`src/rtl/styler_seq.sv`:
```
// Character-cell styler sequencer: walks a text frame cell by cell, fetches one glyph
// scanline per cell and presents it to the styler together with frame-level phase bits.
module styler_seq #(
  parameter int COLS       = 80,
  parameter int ROWS       = 25,
  parameter int BLINK_BIT  = 5,
  parameter int CURSOR_BIT = 4
) (
  input  logic        clk,
  input  logic        rst,
  input  logic        frameStart,
  input  logic [6:0]  cursorCol,
  input  logic [5:0]  cursorRow,
  output logic        fetchReq,
  output logic [6:0]  fetchCol,
  output logic [5:0]  fetchRow,
  input  logic        fetchAck,
  input  logic [15:0] fetchBitmap,
  output logic        outValid,
  input  logic        outReady,
  output logic [15:0] bitmapOut,
  output logic [3:0]  scanlineOut,
  output logic [6:0]  colOut,
  output logic        cursorEnable,
  output logic        faintPhase,
  output logic        blinkPhase,
  output logic        cursorPhase,
  output logic        busy
);

  // state | meaning
  // IDLE  | waiting for frameStart
  // FETCH | fetchReq raised for (col,row), waiting for fetchAck
  // EMIT  | slice presented with outValid, waiting for outReady

  typedef enum logic [1:0] {IDLE, FETCH, EMIT} state_t;

  localparam logic [6:0] LAST_COL  = 7'(COLS - 1);
  localparam logic [5:0] LAST_ROW  = 6'(ROWS - 1);
  localparam logic [3:0] LAST_SCAN = 4'd15;

  state_t     state, stateNext;
  logic [6:0] col, colNext;
  logic [3:0] scan, scanNext;
  logic [5:0] row, rowNext;
  logic [7:0] frameCount;
  logic       captureSlice;
  logic       frameEnd;

  always_comb begin
    stateNext    = state;
    colNext      = col;
    scanNext     = scan;
    rowNext      = row;
    captureSlice = 1'b0;
    frameEnd     = 1'b0;
    case (state)
      IDLE: begin
        if (frameStart) begin
          colNext   = '0;
          scanNext  = '0;
          rowNext   = '0;
          stateNext = FETCH;
        end
      end
      FETCH: begin
        if (fetchAck) begin
          captureSlice = 1'b1;
          stateNext    = EMIT;
        end
      end
      EMIT: begin
        if (outReady) begin
          stateNext = FETCH;
          if (col < LAST_COL) begin
            colNext = col + 7'd1;
          end else begin
            colNext  = '0;
            scanNext = scan + 4'd1;
            // scan wraps to 0 on its own after the last scanline of a row
            if (scan == LAST_SCAN) begin
              if (row < LAST_ROW) begin
                rowNext = row + 6'd1;
              end else begin
                rowNext   = '0;
                stateNext = IDLE;
                frameEnd  = 1'b1;
              end
            end
          end
        end
      end
      default: stateNext = IDLE;
    endcase
  end

  always_ff @(posedge clk) begin
    if (rst) begin
      state        <= IDLE;
      col          <= '0;
      scan         <= '0;
      row          <= '0;
      frameCount   <= '0;
      faintPhase   <= 1'b0;
      bitmapOut    <= '0;
      scanlineOut  <= '0;
      colOut       <= '0;
      cursorEnable <= 1'b0;
    end else begin
      state <= stateNext;
      col   <= colNext;
      scan  <= scanNext;
      row   <= rowNext;
      // cursor position is sampled only here, so mid-cell moves wait for the next cell
      if (captureSlice) begin
        bitmapOut    <= fetchBitmap;
        scanlineOut  <= scan;
        colOut       <= col;
        cursorEnable <= (col == cursorCol) && (row == cursorRow);
      end
      if (frameEnd) begin
        frameCount <= frameCount + 8'd1;
        faintPhase <= ~faintPhase;
      end
    end
  end

  assign fetchReq    = (state == FETCH);
  assign outValid    = (state == EMIT);
  assign busy        = (state != IDLE);
  assign fetchCol    = col;
  assign fetchRow    = row;
  assign blinkPhase  = frameCount[BLINK_BIT];
  assign cursorPhase = frameCount[CURSOR_BIT];

endmodule

```
`config.mk`:
```
export PLATFORM = sky130hd
export DESIGN_NAME = styler_seq
export DESIGN_NICKNAME = d
export VERILOG_FILES = /design/src/rtl/styler_seq.sv
export SDC_FILE = /design/constraint.sdc
export NUM_CORES = 1
export LEC_CHECK = 0
export BUFFER_PORTS_ARGS = -buffer_cell sky130_fd_sc_hd__buf_4
export CAP_MARGIN = 20
export CORE_MARGIN = 5
export CORE_UTILIZATION = 50
export DETAILED_ROUTE_END_ITERATION = 7
export GPL_TIMING_DRIVEN = 0
export PLACE_DENSITY = 0.79
export SYNTH_ARGS = -nofsm -noshare
export SYNTH_HDL_FRONTEND = slang
export SYNTH_SLANG_ARGS = --single-unit
```
`constraint.sdc`:
```
create_clock -name clk -period 1.9 [get_ports clk]
set_input_delay 0.285 -clock clk [delete_from_list [all_inputs] [get_ports clk]]
set_output_delay 0.285 -clock clk [all_outputs]
set_load 0.005 [all_outputs]
```
==> qor.csv, run 1 <==
stage;metric;value;unit
timing;rsz0062_at_grt;false;
placed_design;dpl_cell_area;3190;um2
setup_path;worstSetupEndpointType;flop;
setup_path;critPathRequiredTime;2.15;ns
floorplan;num_rows;25;
drt;met3WireLength;528;um
clocking;clk_latency;0.31;ns
clocking;postCtsSetupBuffers;0;
timing;hold_viol;0;
setup_path;cp_max_fo;9;
pwr;p_switching;0.563;mW
global_routing;overflow;0;
timing;skew;0.00552;ns
global_routing;grt_antenna_before_repair;0;
placed_design;placed_cells;447;
logic_synthesis;syn_area_per_cell;8.35;um2
timing;worst_slew_pin_slew;0.527;ns
drt;wl_per_cell;14.9;um
clocking;cts_buffer_depth;2;
floorplan;die_y;80.9;um
pwr;p_sw_share;26.0;%
setup_path;arrival;2.02;ns
setup_path;reg2reg_to;scan[1]$_SDFFE_PP0P_;
drt;first_pass_iters;4;
timing;fin_tns_setup;0;ns
timing;fmax;566;MHz
clocking;cts-root-buf;clkbuf_8;
logic_synthesis;synth_area_leaders;dfxtp_1, nand2_1, a21oi_1, xnor2_1, ha_1;
cells_and_area;antenna_cells;0;
floorplan;initial_core_util;52.2;%
placed_design;dp_hpwl;5.09;mm
timing;period_needed;1.77;ns
worst_hold_path;hold_end;bitmapOut[0]$_SDFFE_PP0P_;
worst_hold_path;worstHoldPathType;in -> reg;
drt;drtIter0Drc;148;
setup_path;worst-setup-path-type;reg -> reg;
cells_and_area;multi_input_area;1290;um2
global_routing;grt_pass1_vias;2383;
setup_path;start_kind;flop;
setup_path;ff2ff_setup_slack;0.13;ns
cells_and_area;layout-drive-gt1-share;28.4;%
logic_synthesis;synth_flop_cell;dfxtp_1;
logic_synthesis;ys_ff_latch;54;
pwr;p_seq_share;54.3;%
timing;setup_viol;0;
logic_synthesis;synth_largest_area_cell;dfxtp_1;
clocking;cts_max_level;2;
logic_synthesis;syn_area;2510;um2
placed_design;port_buffers;79;
clocking;ctsResizeCount;0;
timing;setup_slack;0.134;ns
drt;top_layer_used;met4;
setup_path;reg2reg_from;fetchCol[1]$_SDFFE_PP0P_;
clocking;cts_tree;yes;
pwr;pwr-share-clk;32.0;%
logic_synthesis;yosysWarnings;0;
logic_synthesis;synth-seq-area-share;43.0;%
floorplan;dieArea;6550;um2
pwr;p_int;1.60;mW
cells_and_area;mostFrequentLayoutCells;buf_4, nand2_1, dfxtp_1;
logic_synthesis;yosysUniqueCellTypes;51;
drt;wl_met1;2.91;mm
pwr;cellLeakagePower;1.33;nW
drt;wl_met2;3.28;mm
logic_synthesis;netlist.area_leader.share;43.0;%
clocking;cts_hold_buf;0;
timing;period_share;93.0;%
run;maxCapViolations;0;
worst_hold_path;hold_depth;3;
cells_and_area;fin_area;3290;um2
cells_and_area;area_growth;31.0;%
global_routing;track_usage;21.7;%
pwr;ir_drop;0.396;mV
logic_synthesis;synth_edf_count;0;
cells_and_area;seqCellArea;1080;um2
timing;max_slew_margin;64.6;%
drt;antenna_left;0;
cells_and_area;post-route-util;68.4;%
status;status;finished, final reports clean;
drt;viasPerCell;5.37;
setup_path;reg2reg_depth;4;
floorplan;die_w;80.9;um
global_routing;grt_pass1_wl;11.1;mm
clocking;cts_buffers;5;
clocking;clock_sinks;54;
logic_synthesis;async_flop_share;0;%
logic_synthesis;synth_nets;339;
worst_hold_path;hp-start;fetchBitmap[0];
cells_and_area;instances_no_fill;455;
drt;num_vias;2443;
placed_design;gp_congestion;0.815;
floorplan;coreArea;4820;um2
pwr;powerDensity;657;nW/um2
drt;route.detailed.drc;0;
global_routing;grt_max_degree;18;
cells_and_area;nets;425;
cells_and_area;fillers;438;
timing;drv_slew;0;
clocking;path_clk_slew;0.10;ns
floorplan;io_pins;81;
placed_design;dp_slack;0.133;ns
cells_and_area;layout_commonest_cell;buf_4;
drt;totalWireLength;6.79;mm
pwr;pwr-share-comb;13.8;%
logic_synthesis;netlist_instances;301;
-- power groups by stage --
stage                     logic [mW]  registers (mW)  clock network (mW)
after floorplan                0.155            1.20                   0
after global routing           0.329            1.18               0.756
after detailed placement       0.298            1.20                   0
final                          0.298            1.17               0.691
after CTS                      0.300            1.17               0.703
after global placement         0.294            1.20                   0
-- sequential cells by signal (all words and copies together), names as in the netlist --
register	count
bitmapOut	16
colOut	7
cursorEnable	1
faintPhase	1
fetchCol	7
fetchRow	6
frameCount	6
scan	4
scanlineOut	4
state	2
-- worst max path at each step --
stage                                   from                       end  slack (ns)  cells past startpoint
floorplan               scan[0]$_SDFFE_PP0P_  fetchRow[4]$_SDFFE_PP0P_        0.32                      5
global placement    fetchCol[4]$_SDFFE_PP0P_  fetchRow[4]$_SDFFE_PP0P_        0.14                      4
detailed placement  fetchCol[5]$_SDFFE_PP0P_  fetchRow[4]$_SDFFE_PP0P_        0.13                      4
CTS                 fetchCol[5]$_SDFFE_PP0P_  fetchRow[4]$_SDFFE_PP0P_        0.10                      4
global route           state[0]$_SDFFE_PP0P_    colOut[6]$_SDFFE_PP0P_      0.0002                      5
finish              fetchCol[1]$_SDFFE_PP0P_      scan[1]$_SDFFE_PP0P_        0.13                      4
-- cell families (layout without fill, tap and decap cells) --
group,Yosys count,after routing,synth area share (%)
AOI/OAI and AO/OA,72,72,18.0
xor gates and xnor gates,17,17,5.92
adders and majority gates,4,4,1.99
buffers and inverters,26,113,5.62
DFF,54,54,43.0
muxes,5,5,1.99
and+or+nand+nor,123,123,23.5
-- cell usage after synthesis (4+ instances only) --
master,n
nor2_1,5
o21ai_0,6
nand3_1,10
clkbuf_1,6
nand4_1,6
a21oi_1,39
xnor2_1,16
a211oi_1,4
buf_2,4
ha_1,4
nor3_1,9
mux2i_1,5
or3_1,4
nand2b_1,4
nand2_1,68
inv_1,7
dfxtp_1,54
-- routing by layer --
| layer | vias up | GRT usage [%] |
|---|---|---|
| li1 | 1222 | - |
| met1 | 1140 | 26.6 |
| met2 | 74 | 37.1 |
| met3 | 7 | 5.54 |
| met4 | 0 | 7.09 |
| met5 | - | 0 |
-- area by class of cell --
class / instances / share of cell area [%]
Inverter: 8 / 0.912
Tap cell: 67 / 2.55
Clock inverter: 2 / 0.494
Multi-Input combinational cell: 221 / 39.3
Clock buffer: 6 / 2.51
Buffer: 18 / 3.38
Timing Repair Buffer: 79 / 18.0
Sequential cell: 54 / 32.8
-- per-stage QoR --
step / power, mW / hold WS [ns]
after floorplan: 1.35 / 0.421
after global placement: 1.49 / 0.443
after detailed placement: 1.50 / 0.447
after CTS: 2.18 / 0.207
after global routing: 2.26 / 0.205
final: 2.16 / 0.209
-- worst max-delay path: stages, from the launching register on --
cell and delay (ns):
dfxtp_1 0.55, and4_4 0.34, o21ai_1 0.19, a21oi_2 0.40, mux2i_1 0.22
No activity file was read; power rests on OpenSTA's default activity.
==> run 2, diff against run 1 <==
Settings changed: CORE_UTILIZATION 50 to 45, PLACE_DENSITY 0.79 to 0.72.
==> run 2 against run 1 <==
Sequential share of layout area fell by 0.28 points. Sequential cell count did not move. Largest cell class unchanged. Non-clock buffer count did not move. Combinational power barely moved. Critical path depth rose by 1. Critical path type is now reg -> out. Maximum frequency rose by 0.46%. Design area rose by 0.99%. Final cell count rose by 1.1%. Critical endpoint is now outValid. First-iteration DRC count fell by 6.1%. Clock-buffer cell count fell by 1. Hold slack got worse by 0.0032 ns. Global-route usage fell by 2.7 points.
==> qor.csv, run 2 (synthesized netlist as in run 1, its figures left out) <==
stage;metric;value;unit
setup_path;start_kind;flop;
cells_and_area;nets;425;
placed_design;gp_congestion;0.813;
clocking;postCtsSetupBuffers;0;
global_routing;grt_max_degree;19;
setup_path;ff2ff_setup_slack;0.15;ns
global_routing;grt_antenna_before_repair;0;
global_routing;grt_pass1_wl;11.1;mm
run;maxCapViolations;0;
timing;hold_viol;0;
timing;fmax;569;MHz
setup_path;cp_max_fo;10;
floorplan;num_rows;27;
cells_and_area;layout-drive-gt1-share;28.6;%
setup_path;reg2reg_depth;4;
clocking;cts_max_level;2;
worst_hold_path;worstHoldPathType;in -> reg;
pwr;power;2.27;mW
pwr;powerDensity;681;nW/um2
worst_hold_path;hold_end;bitmapOut[14]$_SDFFE_PP0P_;
setup_path;path_cells;nand2b_1 > buf_2 > inv_2 > buf_6 > buf_4;
floorplan;die_w;84.7;um
worst_hold_path;hold_depth;3;
pwr;p_sw_share;24.9;%
setup_path;arrival;1.47;ns
pwr;pwr-share-comb;13.2;%
global_routing;track_usage;19.0;%
clocking;clock_sinks;54;
timing;holdWs;0.206;ns
floorplan;die_y;84.7;um
floorplan;dieArea;7180;um2
timing;skew;0.00717;ns
drt;route.detailed.drc;0;
pwr;p_seq_share;51.8;%
cells_and_area;regMostFlops;bitmapOut;
timing;fin_tns_setup;0;ns
cells_and_area;antenna_cells;0;
floorplan;io_pins;81;
pwr;p_int;1.70;mW
floorplan;coreArea;5470;um2
clocking;path_clk_slew;0.10;ns
setup_path;slowest_stage;dfxtp_1;
global_routing;overflow;0;
timing;period_share;92.5;%
placed_design;dp_hpwl;5.09;mm
timing;drv_slew;0;
setup_path;reg2reg_from;fetchCol[3]$_SDFFE_PP0P_;
clocking;cts_buffer_depth;2;
timing;rsz0062_at_grt;false;
drt;wl_per_cell;14.6;um
timing;period_needed;1.76;ns
setup_path;slowest_delay;0.48;ns
timing;setup_viol;0;
clocking;clk_latency;0.31;ns
pwr;p_switching;0.565;mW
clocking;cts_buffers;5;
status;status;finished, final reports clean;
timing;max_slew_margin;61.4;%
setup_path;worstSetupEndpointType;output pin;
cells_and_area;layout_commonest_cell;buf_4;
cells_and_area;largest_register_ffs;16;
drt;num_vias;2378;
drt;drtIter0Drc;139;
floorplan;initial_core_util;45.9;%
pwr;ir_drop;0.401;mV
clocking;cts-root-buf;clkbuf_8;
pwr;cellLeakagePower;1.34;nW
timing;worst_slew_pin_slew;0.575;ns
pwr;pwr-share-clk;35.0;%
global_routing;grt_pass1_vias;2219;
drt;antenna_left;0;
setup_path;critPathRequiredTime;1.62;ns
drt;first_pass_iters;4;
setup_path;worst-setup-path-type;reg -> out;
worst_hold_path;hp-start;fetchBitmap[14];
clocking;cts_tree;yes;
cells_and_area;area_growth;32.3;%
drt;viasPerCell;5.17;
drt;totalWireLength;6.70;mm
placed_design;port_buffers;79;
cells_and_area;mostFrequentLayoutCells;buf_4, nand2_1, dfxtp_1;
setup_path;reg2reg_to;scan[2]$_SDFFE_PP0P_;
[run 2: cell types whose count changed in the layout (fill, tap and decap cells not counted), sizes merged]
| cell | change |
|---|---|
| bufinv | +1 |
| clkbuf | -1 |
| clkinv | +1 |
| clkinvlp | -1 |
[run 2: power groups by stage]
stage          Sequential [mW]  Clock, mW  Combinational [mW]
3_5_place_dp              1.20          0               0.300
6_report                  1.17      0.792               0.300
2_1_floorplan             1.20          0               0.155
4_1_cts                   1.17      0.811               0.301
5_1_grt                   1.18      0.871               0.331
3_3_place_gp              1.20          0               0.295
[run 2: metrics by stage]
stage          area (um2)  worst slack [ns]  util [%]  instances
3_5_place_dp         3200            0.0948      58.4        452
5_1_grt              3330            0.0165      60.8        460
6_report             3330             0.142      60.8        460
4_1_cts              3310            0.0646      60.5        460
3_3_place_gp         3200             0.107      58.4        452
2_1_floorplan        2510             0.324         -        301
[run 2: per-layer routing]
| metal | vias up | wire [um] | share of wire [%] | GRT usage (%) |
|---|---|---|---|---|
| li1 | 1213 | - | - | - |
| met1 | 1089 | 3100 | 46 | 24.6 |
| met5 | - | 0 | 0 | 0 |
| met3 | 6 | 455 | 6.8 | 5.99 |
| met4 | 0 | 58 | 0.87 | 3.45 |
| met2 | 70 | 3090 | 46 | 31.3 |
[run 2: timing repair]
| action | 4_1_cts | 5_1_grt |
|---|---|---|
| gates resized for setup | 0 | 4 |
| hold buffers | 0 | 0 |
| endpoints found under the setup margin | 0 | 8 |
[run 2: final cells by class]
type | count | area, um2
Buffer | 18 | 111
Inverter | 8 | 30.0
Tap cell | 72 | 90.1
Multi-Input combinational cell | 221 | 1300
Clock inverter | 3 | 47.5
Fill cell | 512 | 2150
Clock buffer | 5 | 68.8
Timing Repair Buffer | 79 | 593
Sequential cell | 54 | 1080
[run 2: worst max path at each step]
stage / startpoint / to / slack, ns / cells past startpoint
6_report: state[0]$_SDFFE_PP0P_ / outValid / 0.14 / 5
5_1_grt: state[1]$_SDFFE_PP0P_ / fetchRow[1]$_SDFFE_PP0P_ / 0.02 / 7
4_1_cts: fetchCol[4]$_SDFFE_PP0P_ / fetchRow[4]$_SDFFE_PP0P_ / 0.06 / 4
3_5_place_dp: fetchCol[4]$_SDFFE_PP0P_ / fetchRow[4]$_SDFFE_PP0P_ / 0.09 / 4
3_3_place_gp: fetchCol[4]$_SDFFE_PP0P_ / fetchRow[4]$_SDFFE_PP0P_ / 0.11 / 4
2_1_floorplan: scan[0]$_SDFFE_PP0P_ / fetchRow[4]$_SDFFE_PP0P_ / 0.32 / 5
[run 2: worst max-delay path, delay by kind of cell (launching register included)]
kind          cells  cell delay (ns)
buf+inv           4             0.53
simple gates      1             0.14
flops             1             0.48
==> run 3, diff against run 2 <==
Settings changed: CORE_ASPECT_RATIO set to 1.25.
==> run 3 against run 2 <==
Final cell count shrank 1.7%. Design area shrank 0.45%. Clock-buffer cell count is the same. Critical endpoint is now scan[2]$_SDFFE_PP0P_.
==> qor.csv, run 3 (synthesized netlist as in run 1, its figures left out) <==
stage;metric;value;unit
timing;setup_viol;0;
global_routing;grt_pass1_vias;2391;
setup_path;crit_start;fetchCol[1]$_SDFFE_PP0P_;
pwr;ir_drop;0.379;mV
placed_design;dp_slack;0.135;ns
cells_and_area;area_growth;31.7;%
placed_design;dpl_cell_area;3190;um2
cells_and_area;layout-drive-gt1-share;28.4;%
floorplan;num_rows;30;
global_routing;grt_antenna_before_repair;0;
setup_path;start_kind;flop;
setup_path;cp_max_fo;9;
timing;setup_slack;0.123;ns
setup_path;ff2ff_setup_slack;0.12;ns
clocking;cts_max_level;2;
placed_design;dp_hpwl;5.03;mm
setup_path;critPathRequiredTime;2.15;ns
cells_and_area;instances_no_fill;452;
floorplan;coreArea;5440;um2
placed_design;port_buffers;79;
clocking;cts_buffers;5;
status;status;finished, final reports clean;
setup_path;worst-setup-path-type;reg -> reg;
clocking;cts_tree;yes;
setup_path;reg2reg_to;scan[2]$_SDFFE_PP0P_;
timing;worst_slew_pin_slew;0.626;ns
pwr;cellLeakagePower;1.34;nW
cells_and_area;seqCellArea;1080;um2
setup_path;worstSetupEndpointType;flop;
clocking;postCtsSetupBuffers;0;
run;maxCapViolations;0;
cells_and_area;antenna_cells;0;
setup_path;reg2reg_depth;4;
timing;holdWs;0.203;ns
floorplan;io_pins;81;
clocking;path_clk_slew;0.10;ns
clocking;cts-root-buf;clkbuf_8;
cells_and_area;mostFrequentLayoutCells;buf_4, nand2_1, dfxtp_1;
clocking;clk_latency;0.32;ns
cells_and_area;post-route-util;60.8;%
drt;drtIter0Drc;121;
cells_and_area;fin_area;3310;um2
drt;num_vias;2395;
timing;max_slew_margin;58.0;%
placed_design;gp_congestion;0.820;
clocking;cts_hold_buf;0;
timing;skew;0.0126;ns
floorplan;die_y;93.6;um
drt;totalWireLength;6.68;mm
floorplan;initial_core_util;46.2;%
cells_and_area;fillers;520;
timing;fin_tns_setup;0;ns
timing;period_needed;1.78;ns
cells_and_area;layout_commonest_cell;buf_4;
drt;antenna_left;0;
clocking;clock_sinks;54;
cells_and_area;regMostFlops;bitmapOut;
timing;fmax;563;MHz
global_routing;overflow;0;
global_routing;track_usage;19.0;%
drt;first_pass_iters;4;
setup_path;worstSetupEndpoint;scan[2]$_SDFFE_PP0P_;
clocking;cts_buffer_depth;2;
drt;viasPerCell;5.30;
setup_path;arrival;2.03;ns
pwr;power;2.26;mW
floorplan;dieArea;7190;um2
cells_and_area;multi_input_area;1300;um2
worst_hold_path;worstHoldPathType;in -> reg;
setup_path;reg2reg_from;fetchCol[1]$_SDFFE_PP0P_;
timing;period_share;93.5;%
pwr;powerDensity;683;nW/um2
timing;drv_slew;0;
global_routing;grt_pass1_wl;11.2;mm
timing;hold_viol;0;
drt;route.detailed.drc;0;
global_routing;grt_max_degree;18;
cells_and_area;largest_register_ffs;16;
worst_hold_path;hp-start;fetchBitmap[5];
cells_and_area;nets;425;
timing;rsz0062_at_grt;false;
floorplan;die_w;76.9;um
drt;wl_per_cell;14.8;um
placed_design;placed_cells;444;
[run 3: cell types whose count changed in the layout (fill, tap and decap cells not counted)]
cell | previous run | this run
clkinv_2 | 0 | 1
clkinv_4 | 1 | 0
dfxtp_1 | 53 | 54
dfxtp_2 | 1 | 0
[run 3: layer usage]
layer / part of all wire, % / track usage, %
met5: 0 / 0
met4: 2.9 / 8.75
met3: 5.9 / 5.39
met1: 42 / 22.0
met2: 49 / 32.4
[run 3: power by group]
group          switching [mW]  total, mW  internal (mW)  leakage (nW)
clock                   0.394      0.790          0.396        0.0585
combinational           0.155      0.299          0.145         0.843
sequential             0.0167       1.17           1.16         0.437
[run 3: layout make-up]
class | count | share of cell area [%]
Timing Repair Buffer | 79 | 17.9
Multi-Input combinational cell | 221 | 39.3
Clock inverter | 3 | 1.32
Tap cell | 64 | 2.42
Clock buffer | 5 | 2.08
Buffer | 18 | 3.36
Inverter | 8 | 0.907
Sequential cell | 54 | 32.7
[run 3: worst min path at each step]
| stage | to | slack, ns | cells after the start |
|---|---|---|---|
| 6_report | bitmapOut[5]$_SDFFE_PP0P_ | 0.20 | 3 |
| 3_5_place_dp | bitmapOut[4]$_SDFFE_PP0P_ | 0.45 | 2 |
| 4_1_cts | bitmapOut[4]$_SDFFE_PP0P_ | 0.20 | 3 |
| 2_1_floorplan | bitmapOut[0]$_SDFFE_PP0P_ | 0.42 | 2 |
| 5_1_grt | bitmapOut[5]$_SDFFE_PP0P_ | 0.20 | 3 |
| 3_3_place_gp | bitmapOut[13]$_SDFFE_PP0P_ | 0.44 | 2 |
[run 3: critical path, cell delays in order (launching register included)]
cell and delay, ns:
dfxtp_1 0.57, and4_4 0.35, o21ai_1 0.21, a211oi_1 0.37
mux2i_1 0.21
[run 3: timing repair]
action / 4_1_cts / 5_1_grt
endpoints found under the setup margin: 0 / 6
gates resized for setup: 0 / 3
hold endpoints to repair: 0 / 0
